==> src/rtl/frame_writer_if.sv <==
// Pixel stream (source side) and memory write port (sink side) of the frame writer.
// The slave modport is the frame writer's view; master is the environment's view.
interface frame_writer_if;
  logic        in_valid;
  logic [7:0]  in_data;
  logic        in_last;
  logic        in_ready;
  logic        mem_ready;
  logic        mem_wren;
  logic [21:0] address;
  logic [31:0] wdata;

  modport slave (
    input  in_valid, in_data, in_last, mem_ready,
    output in_ready, mem_wren, address, wdata
  );

  modport master (
    output in_valid, in_data, in_last, mem_ready,
    input  in_ready, mem_wren, address, wdata
  );
endinterface

==> src/rtl/frame_writer.sv <==
// Stores a raster-ordered 8-bit pixel stream into the word-per-pixel image memory,
// with counter-based addressing and frame-length checking against in_last.
module frame_writer #(
  parameter int IMG_WIDTH  = 300,
  parameter int IMG_HEIGHT = 300,
  parameter int BASE_ADDR  = 0
) (
  input  logic           clk,
  input  logic           rst_n,
  input  logic           start,
  output logic           busy,
  output logic           done,
  output logic           frame_err,
  frame_writer_if.slave  bus
);

  localparam int CW = $clog2(IMG_WIDTH);
  localparam int RW = $clog2(IMG_HEIGHT);
  localparam logic [CW-1:0] COL_LAST = CW'(IMG_WIDTH - 1);
  localparam logic [RW-1:0] ROW_LAST = RW'(IMG_HEIGHT - 1);

  typedef enum logic [1:0] {S_IDLE, S_WRITE, S_FLUSH, S_DONE} state_e;

  state_e        state_q, state_d;
  logic [RW-1:0] row_q, row_d;
  logic [CW-1:0] col_q, col_d;
  logic [21:0]   base_q, base_d;
  logic          mem_wren_q, mem_wren_d;
  logic [21:0]   address_q, address_d;
  logic [31:0]   wdata_q, wdata_d;
  logic          frame_err_q, frame_err_d;

  logic in_ready_c;
  logic accept;
  logic last_pix;

  // A stalled write blocks new pixels; a completing write makes room for the next one.
  assign in_ready_c = (state_q == S_WRITE) && (!mem_wren_q || bus.mem_ready);
  assign accept     = bus.in_valid && in_ready_c;
  assign last_pix   = (row_q == ROW_LAST) && (col_q == COL_LAST);

  always_comb begin
    // NOTE: every variable gets its hold value first so no path can infer a latch.
    state_d     = state_q;
    row_d       = row_q;
    col_d       = col_q;
    base_d      = base_q;
    mem_wren_d  = mem_wren_q;
    address_d   = address_q;
    wdata_d     = wdata_q;
    frame_err_d = frame_err_q;

    if (mem_wren_q && bus.mem_ready) mem_wren_d = 1'b0;

    unique case (state_q)
      S_IDLE: begin
        if (start) begin
          state_d     = S_WRITE;
          row_d       = '0;
          col_d       = '0;
          base_d      = 22'(BASE_ADDR);
          frame_err_d = 1'b0;
        end
      end
      S_WRITE: begin
        if (accept) begin
          mem_wren_d = 1'b1;
          address_d  = base_q;
          wdata_d    = {24'h0, bus.in_data};
          base_d     = base_q + 22'd1;
          if (col_q == COL_LAST) begin
            col_d = '0;
            row_d = row_q + 1'b1;
          end else begin
            col_d = col_q + 1'b1;
          end
          if (last_pix) begin
            state_d = S_FLUSH;
            if (!bus.in_last) frame_err_d = 1'b1;
          end else if (bus.in_last) begin
            // Early end of frame: keep this pixel, leave the rest unwritten.
            state_d     = S_FLUSH;
            frame_err_d = 1'b1;
          end
        end
      end
      S_FLUSH: begin
        if (mem_wren_q && bus.mem_ready) state_d = S_DONE;
      end
      S_DONE: state_d = S_IDLE;
      default: state_d = S_IDLE;
    endcase
  end

  always_ff @(posedge clk or negedge rst_n) begin
    if (!rst_n) begin
      state_q     <= S_IDLE;
      row_q       <= '0;
      col_q       <= '0;
      base_q      <= '0;
      mem_wren_q  <= 1'b0;
      // NOTE: the write-port data registers are reset as well so the bus is quiet out of reset.
      address_q   <= '0;
      wdata_q     <= '0;
      frame_err_q <= 1'b0;
    end else begin
      // NOTE: non-blocking updates so every register samples the pre-edge values.
      state_q     <= state_d;
      row_q       <= row_d;
      col_q       <= col_d;
      base_q      <= base_d;
      mem_wren_q  <= mem_wren_d;
      address_q   <= address_d;
      wdata_q     <= wdata_d;
      frame_err_q <= frame_err_d;
    end
  end

  assign bus.in_ready = in_ready_c;
  assign bus.mem_wren = mem_wren_q;
  assign bus.address  = address_q;
  assign bus.wdata    = wdata_q;
  assign busy         = (state_q == S_WRITE) || (state_q == S_FLUSH);
  assign done         = (state_q == S_DONE);
  assign frame_err    = frame_err_q;

endmodule

==> src/flat_wrapper.sv <==
// flat-port wrapper written by rule: the top's interface ports become plain ports
module frame_writer_flat 
#(
  parameter int IMG_WIDTH  = 300,
  parameter int IMG_HEIGHT = 300,
  parameter int BASE_ADDR  = 0
)
  (clk, rst_n, start, busy, done, frame_err, bus_in_valid, bus_in_data, bus_in_last, bus_mem_ready, bus_in_ready, bus_mem_wren, bus_address, bus_wdata);
  frame_writer_if bus_i ();
  input  logic clk;
  input  logic rst_n;
  input  logic start;
  output logic busy;
  output logic done;
  output logic frame_err;
  input wire logic [$bits(bus_i.in_valid)-1:0] bus_in_valid;
  input wire logic [$bits(bus_i.in_data)-1:0] bus_in_data;
  input wire logic [$bits(bus_i.in_last)-1:0] bus_in_last;
  input wire logic [$bits(bus_i.mem_ready)-1:0] bus_mem_ready;
  output wire logic [$bits(bus_i.in_ready)-1:0] bus_in_ready;
  output wire logic [$bits(bus_i.mem_wren)-1:0] bus_mem_wren;
  output wire logic [$bits(bus_i.address)-1:0] bus_address;
  output wire logic [$bits(bus_i.wdata)-1:0] bus_wdata;
  assign bus_i.in_valid = bus_in_valid;
  assign bus_i.in_data = bus_in_data;
  assign bus_i.in_last = bus_in_last;
  assign bus_i.mem_ready = bus_mem_ready;
  assign bus_in_ready = bus_i.in_ready;
  assign bus_mem_wren = bus_i.mem_wren;
  assign bus_address = bus_i.address;
  assign bus_wdata = bus_i.wdata;
  frame_writer #(.IMG_WIDTH(IMG_WIDTH), .IMG_HEIGHT(IMG_HEIGHT), .BASE_ADDR(BASE_ADDR)) u_core (.clk(clk), .rst_n(rst_n), .start(start), .busy(busy), .done(done), .frame_err(frame_err), .bus(bus_i));
endmodule
==> config.mk <==
export PLATFORM = sky130hd
export DESIGN_NAME = frame_writer_flat
export DESIGN_NICKNAME = d
export VERILOG_FILES = /design/src/rtl/frame_writer_if.sv /design/src/rtl/frame_writer.sv /design/src/flat_wrapper.sv
export SDC_FILE = /design/constraint.sdc
export NUM_CORES = 1
export LEC_CHECK = 0
export ABC_CLOCK_PERIOD_IN_PS = 2800
export BUFFER_PORTS_ARGS = -buffer_cell sky130_fd_sc_hd__buf_2
export CORE_ASPECT_RATIO = 0.5
export CORE_MARGIN = 4
export CORE_UTILIZATION = 55
export CTS_BUF_LIST = sky130_fd_sc_hd__clkbuf_4 sky130_fd_sc_hd__clkbuf_8 sky130_fd_sc_hd__clkbuf_16
export DETAILED_ROUTE_END_ITERATION = 10
export GPL_TIMING_DRIVEN = 0
export MAX_ROUTING_LAYER = met4
export PLACE_DENSITY = 0.89
export REMOVE_ABC_BUFFERS = 1
export SYNTH_ARGS = -nofsm -noshare
export SYNTH_HDL_FRONTEND = slang
export SYNTH_SLANG_ARGS = --single-unit
==> constraint.sdc <==
create_clock -name clk -period 2.8 [get_ports clk]
set_clock_uncertainty 0.15 [all_clocks]
set_input_delay 0 -clock clk [delete_from_list [all_inputs] [get_ports clk]]
set_output_delay 0 -clock clk [all_outputs]
set_load 0.02 [all_outputs]
==> run_results.csv <==
group,metric,value,unit
outcome,status,"completed",
floorplan,die_h,66.8,µm
synth,yosysSeqAreaShare,0.486,
synth,netlist_area,0.00381,mm²
power,max-vdd-ir-drop,450,µV
clock_tree,clk_path_buf_depth,2,
timing,setup_viol,0,
synth,synthTopCellsByCount,"dfrtp_1 (74), nand2_1 (35), mux2_2 (30), buf_4 (24), or4_1 (23)",
floorplan,ios,73,
timing,hold_viol_final,0,
timing,hold_ws,0.0515,ns
detailed_routing,avgRoutedWirePerCell,16.8,µm
placement,place_congestion,0.816,
clock_tree,cts_setup_buffers,0,
timing,post-route-period-util,0.951,
critical_path,slowest_delay,0.64,ns
global_routing,grt_use_total,0.224,
layout,fin_util,0.678,
power,p_per_area,942,mW/mm²
hold_path,hold_path_class,"primary input to async pin",
clock_tree,clock-sinks,74,
timing,finalMaxSlewViolations,0,
critical_path,crit_required,2.90,ns
power,power,4.28,mW
synth,synth_async_sr_flop_share,1.00,
floorplan,rows,21,
floorplan,die_area,0.00840,mm²
floorplan,design.core.area,0.00670,mm²
clock_tree,cts_tree,"done",
clock_tree,htreeDepth,3,
synth,netlist.area_leader.share,0.486,
placement,port_buffers,48,
critical_path,crit_slowest_cell,"or4_4",
timing,slew_headroom,0.102,
synth,synth_flop_cell,"dfrtp_1",
synth,synth-seq-cells,74,
clock_tree,path_clk_slew,0.06,ns
critical_path,critPathCaptureType,"flop",
detailed_routing,num_vias,3106,
floorplan,die_x,126,µm
layout,fin_nets,445,
synth,synth_edf_count,0,
critical_path,cp_max_fo,25,
synth,ys_types,44,
detailed_routing,drtIter0Drc,324,
global_routing,antenna_found_initial,0,
timing,worst_pin_slew,1.34,ns
synth,syn_inst,366,
global_routing,grt_pass1_wl,14700,µm
synth,synth_top_area_cell,"dfrtp_1",
critical_path,cp_data_arrival_time,2.76,ns
clock_tree,clk_latency,0.33,ns
synth,avgSynthCellArea,10.4,µm²
layout,antennaDiodeCount,0,
detailed_routing,remaining_drc_errors,0,
global_routing,first_global_vias,2962,
detailed_routing,ant_nets,0,
global_routing,grt.overflow.total,0,
critical_path,worstSetupPathType,"flop to flop",
critical_path,start_kind,"flop",
global_routing,grt_max_degree,63,
synth,yosysMostFrequentCell,"dfrtp_1",
synth,ys_warn_count,0,
power,leakage,2.07,nW
layout,area_growth,19.3,%
clock_tree,cts_buffers,9,
placement,dpl.hpwl,4890,µm
critical_path,crit_path_cell_trace,"inv_1 -> ha_4 -> nor2_1 -> or4_4 -> or4_1 -> a21oi_1",
run,max_cap_viol_count,0,
timing,fin_crit,2.66,ns
detailed_routing,first_pass_iters,5,
detailed_routing,avgViaCountPerCell,5.97,
detailed_routing,finalWirelength,8760,µm
floorplan,start_util,0.568,
clock_tree,clockRootBuffer,"clkbuf_16",
synth,synthTopCellsByArea,"dfrtp_1 (49%), mux2_2 (8.9%), buf_4 (4.7%)",
layout,layout-drive-gt1-share,0.257,
timing,fmax,375,MHz
-- power by group --
part | internal (mW) | switching (mW)
clock | 0.793 | 0.446
sequential | 1.26 | 0.174
combinational | 0.545 | 1.06
-- what timing repair did --
item | 4_1_cts | 5_1_grt
hold buffers | 12 | 0
endpoints found under the setup margin | 71 | 54
hold endpoints to repair | 84 | 0
gates resized for setup | 4 | 5
pin swaps | 1 | 1
cloned | 1 | 1
-- worst max-delay path, delay by kind of cell, from the launching register on --
| kind | cells | cell delay (ns) |
|---|---|---|
| fa+ha+maj | 1 | 0.31 |
| compound gates | 1 | 0.17 |
| buf+inv | 1 | 0.14 |
| simple gates | 3 | 1.40 |
| flops | 1 | 0.41 |
-- cell families (layout without fill, tap and decap cells) --
logic type      Yosys count  count (layout)  share of synthesized area
simple gates            125             127                      0.188
buf+inv                  51              88                     0.0766
mux                      36              36                      0.105
fa+ha+maj                 8               8                     0.0263
compound gates           70              70                      0.115
xor+xnor                  1               1                    0.00230
flops                    74              74                      0.486
other cells               1              24                   0.000985
-- layer usage --
metal / global-route usage / wire length (µm) / vias up
met3: 0.0568 / 709 / 22
met2: 0.377 / 4310 / 157
met1: 0.273 / 3550 / 1508
li1: - / - / 1419
met5: - / 0 / -
met4: 0.0662 / 191 / 0
-- through the flow --
| stage | setup slack [ns] | area [µm²] | TNS, ns | std cells |
|---|---|---|---|---|
| floorplan | -0.425 | 3640 | -8.71 | 348 |
| global placement | -1.00 | 4000 | -37.76 | 488 |
| detailed placement | -0.910 | 4040 | -34.62 | 490 |
| CTS | 0.0318 | 4520 | 0 | 519 |
| global route | -0.0157 | 4540 | -0.0157 | 520 |
| finish | 0.136 | 4540 | 0 | 520 |
-- area by class of cell --
| type | count | area [µm²] |
|---|---|---|
| tap | 92 | 115 |
| fill | 443 | 2160 |
| multi-input combinational | 266 | 1810 |
| clock buffer | 10 | 233 |
| sequential | 74 | 1850 |
| timing repair buffer | 62 | 402 |
| inverter | 10 | 37.5 |
| clock inverter | 6 | 90.1 |
-- path summary, 6_finish.rpt --
| path | slack [ns] | depth (start not counted) | end | from |
|---|---|---|---|---|
| max in group asynchronous | 1.52 | 3 | u_core.row_q[2]$_DFFE_PN0P_ | rst_n |
| min reg2reg | 0.35 | 1 | u_core.bus.address[0]$_DFFE_PN0P_ | u_core.bus.address[0]$_DFFE_PN0P_ |
| max | 0.14 | 6 | u_core.base_q[8]$_DFFE_PN0P_ | u_core.state_q[1]$_DFFE_PN0P_ |
| max reg2reg | 0.14 | 6 | u_core.base_q[8]$_DFFE_PN0P_ | u_core.state_q[1]$_DFFE_PN0P_ |
| min | 0.05 | 3 | u_core.col_q[3]$_DFFE_PN0P_ | rst_n |
| min in group clk | 0.06 | 4 | u_core.row_q[3]$_DFFE_PN0P_ | start |
-- cell usage in the layout, fill, tap and decap left out, drive strengths merged, types with 4 or more instances in the layout --
cell type,count
or4,25
mux2i,5
or2,5
o31ai,19
buf,50
a22o,4
dlygate4sd3,12
or3,7
nand2b,6
nor3,5
dfrtp,74
nand4,6
clkbuf,10
inv,11
conb,24
ha,8
nor4,5
o21ai,17
a21oi,21
nand3,16
mux2,31
nand2,35
-- registers in the layout (all words and copies together), names as in the netlist --
name and cells:
u_core.base_q 22, u_core.bus.address 22, u_core.bus.mem_wren 1, u_core.bus.wdata 8
u_core.col_q 9, u_core.frame_err 1, u_core.row_q 9, u_core.state_q 2
No activity file was read; power rests on OpenSTA's default activity.
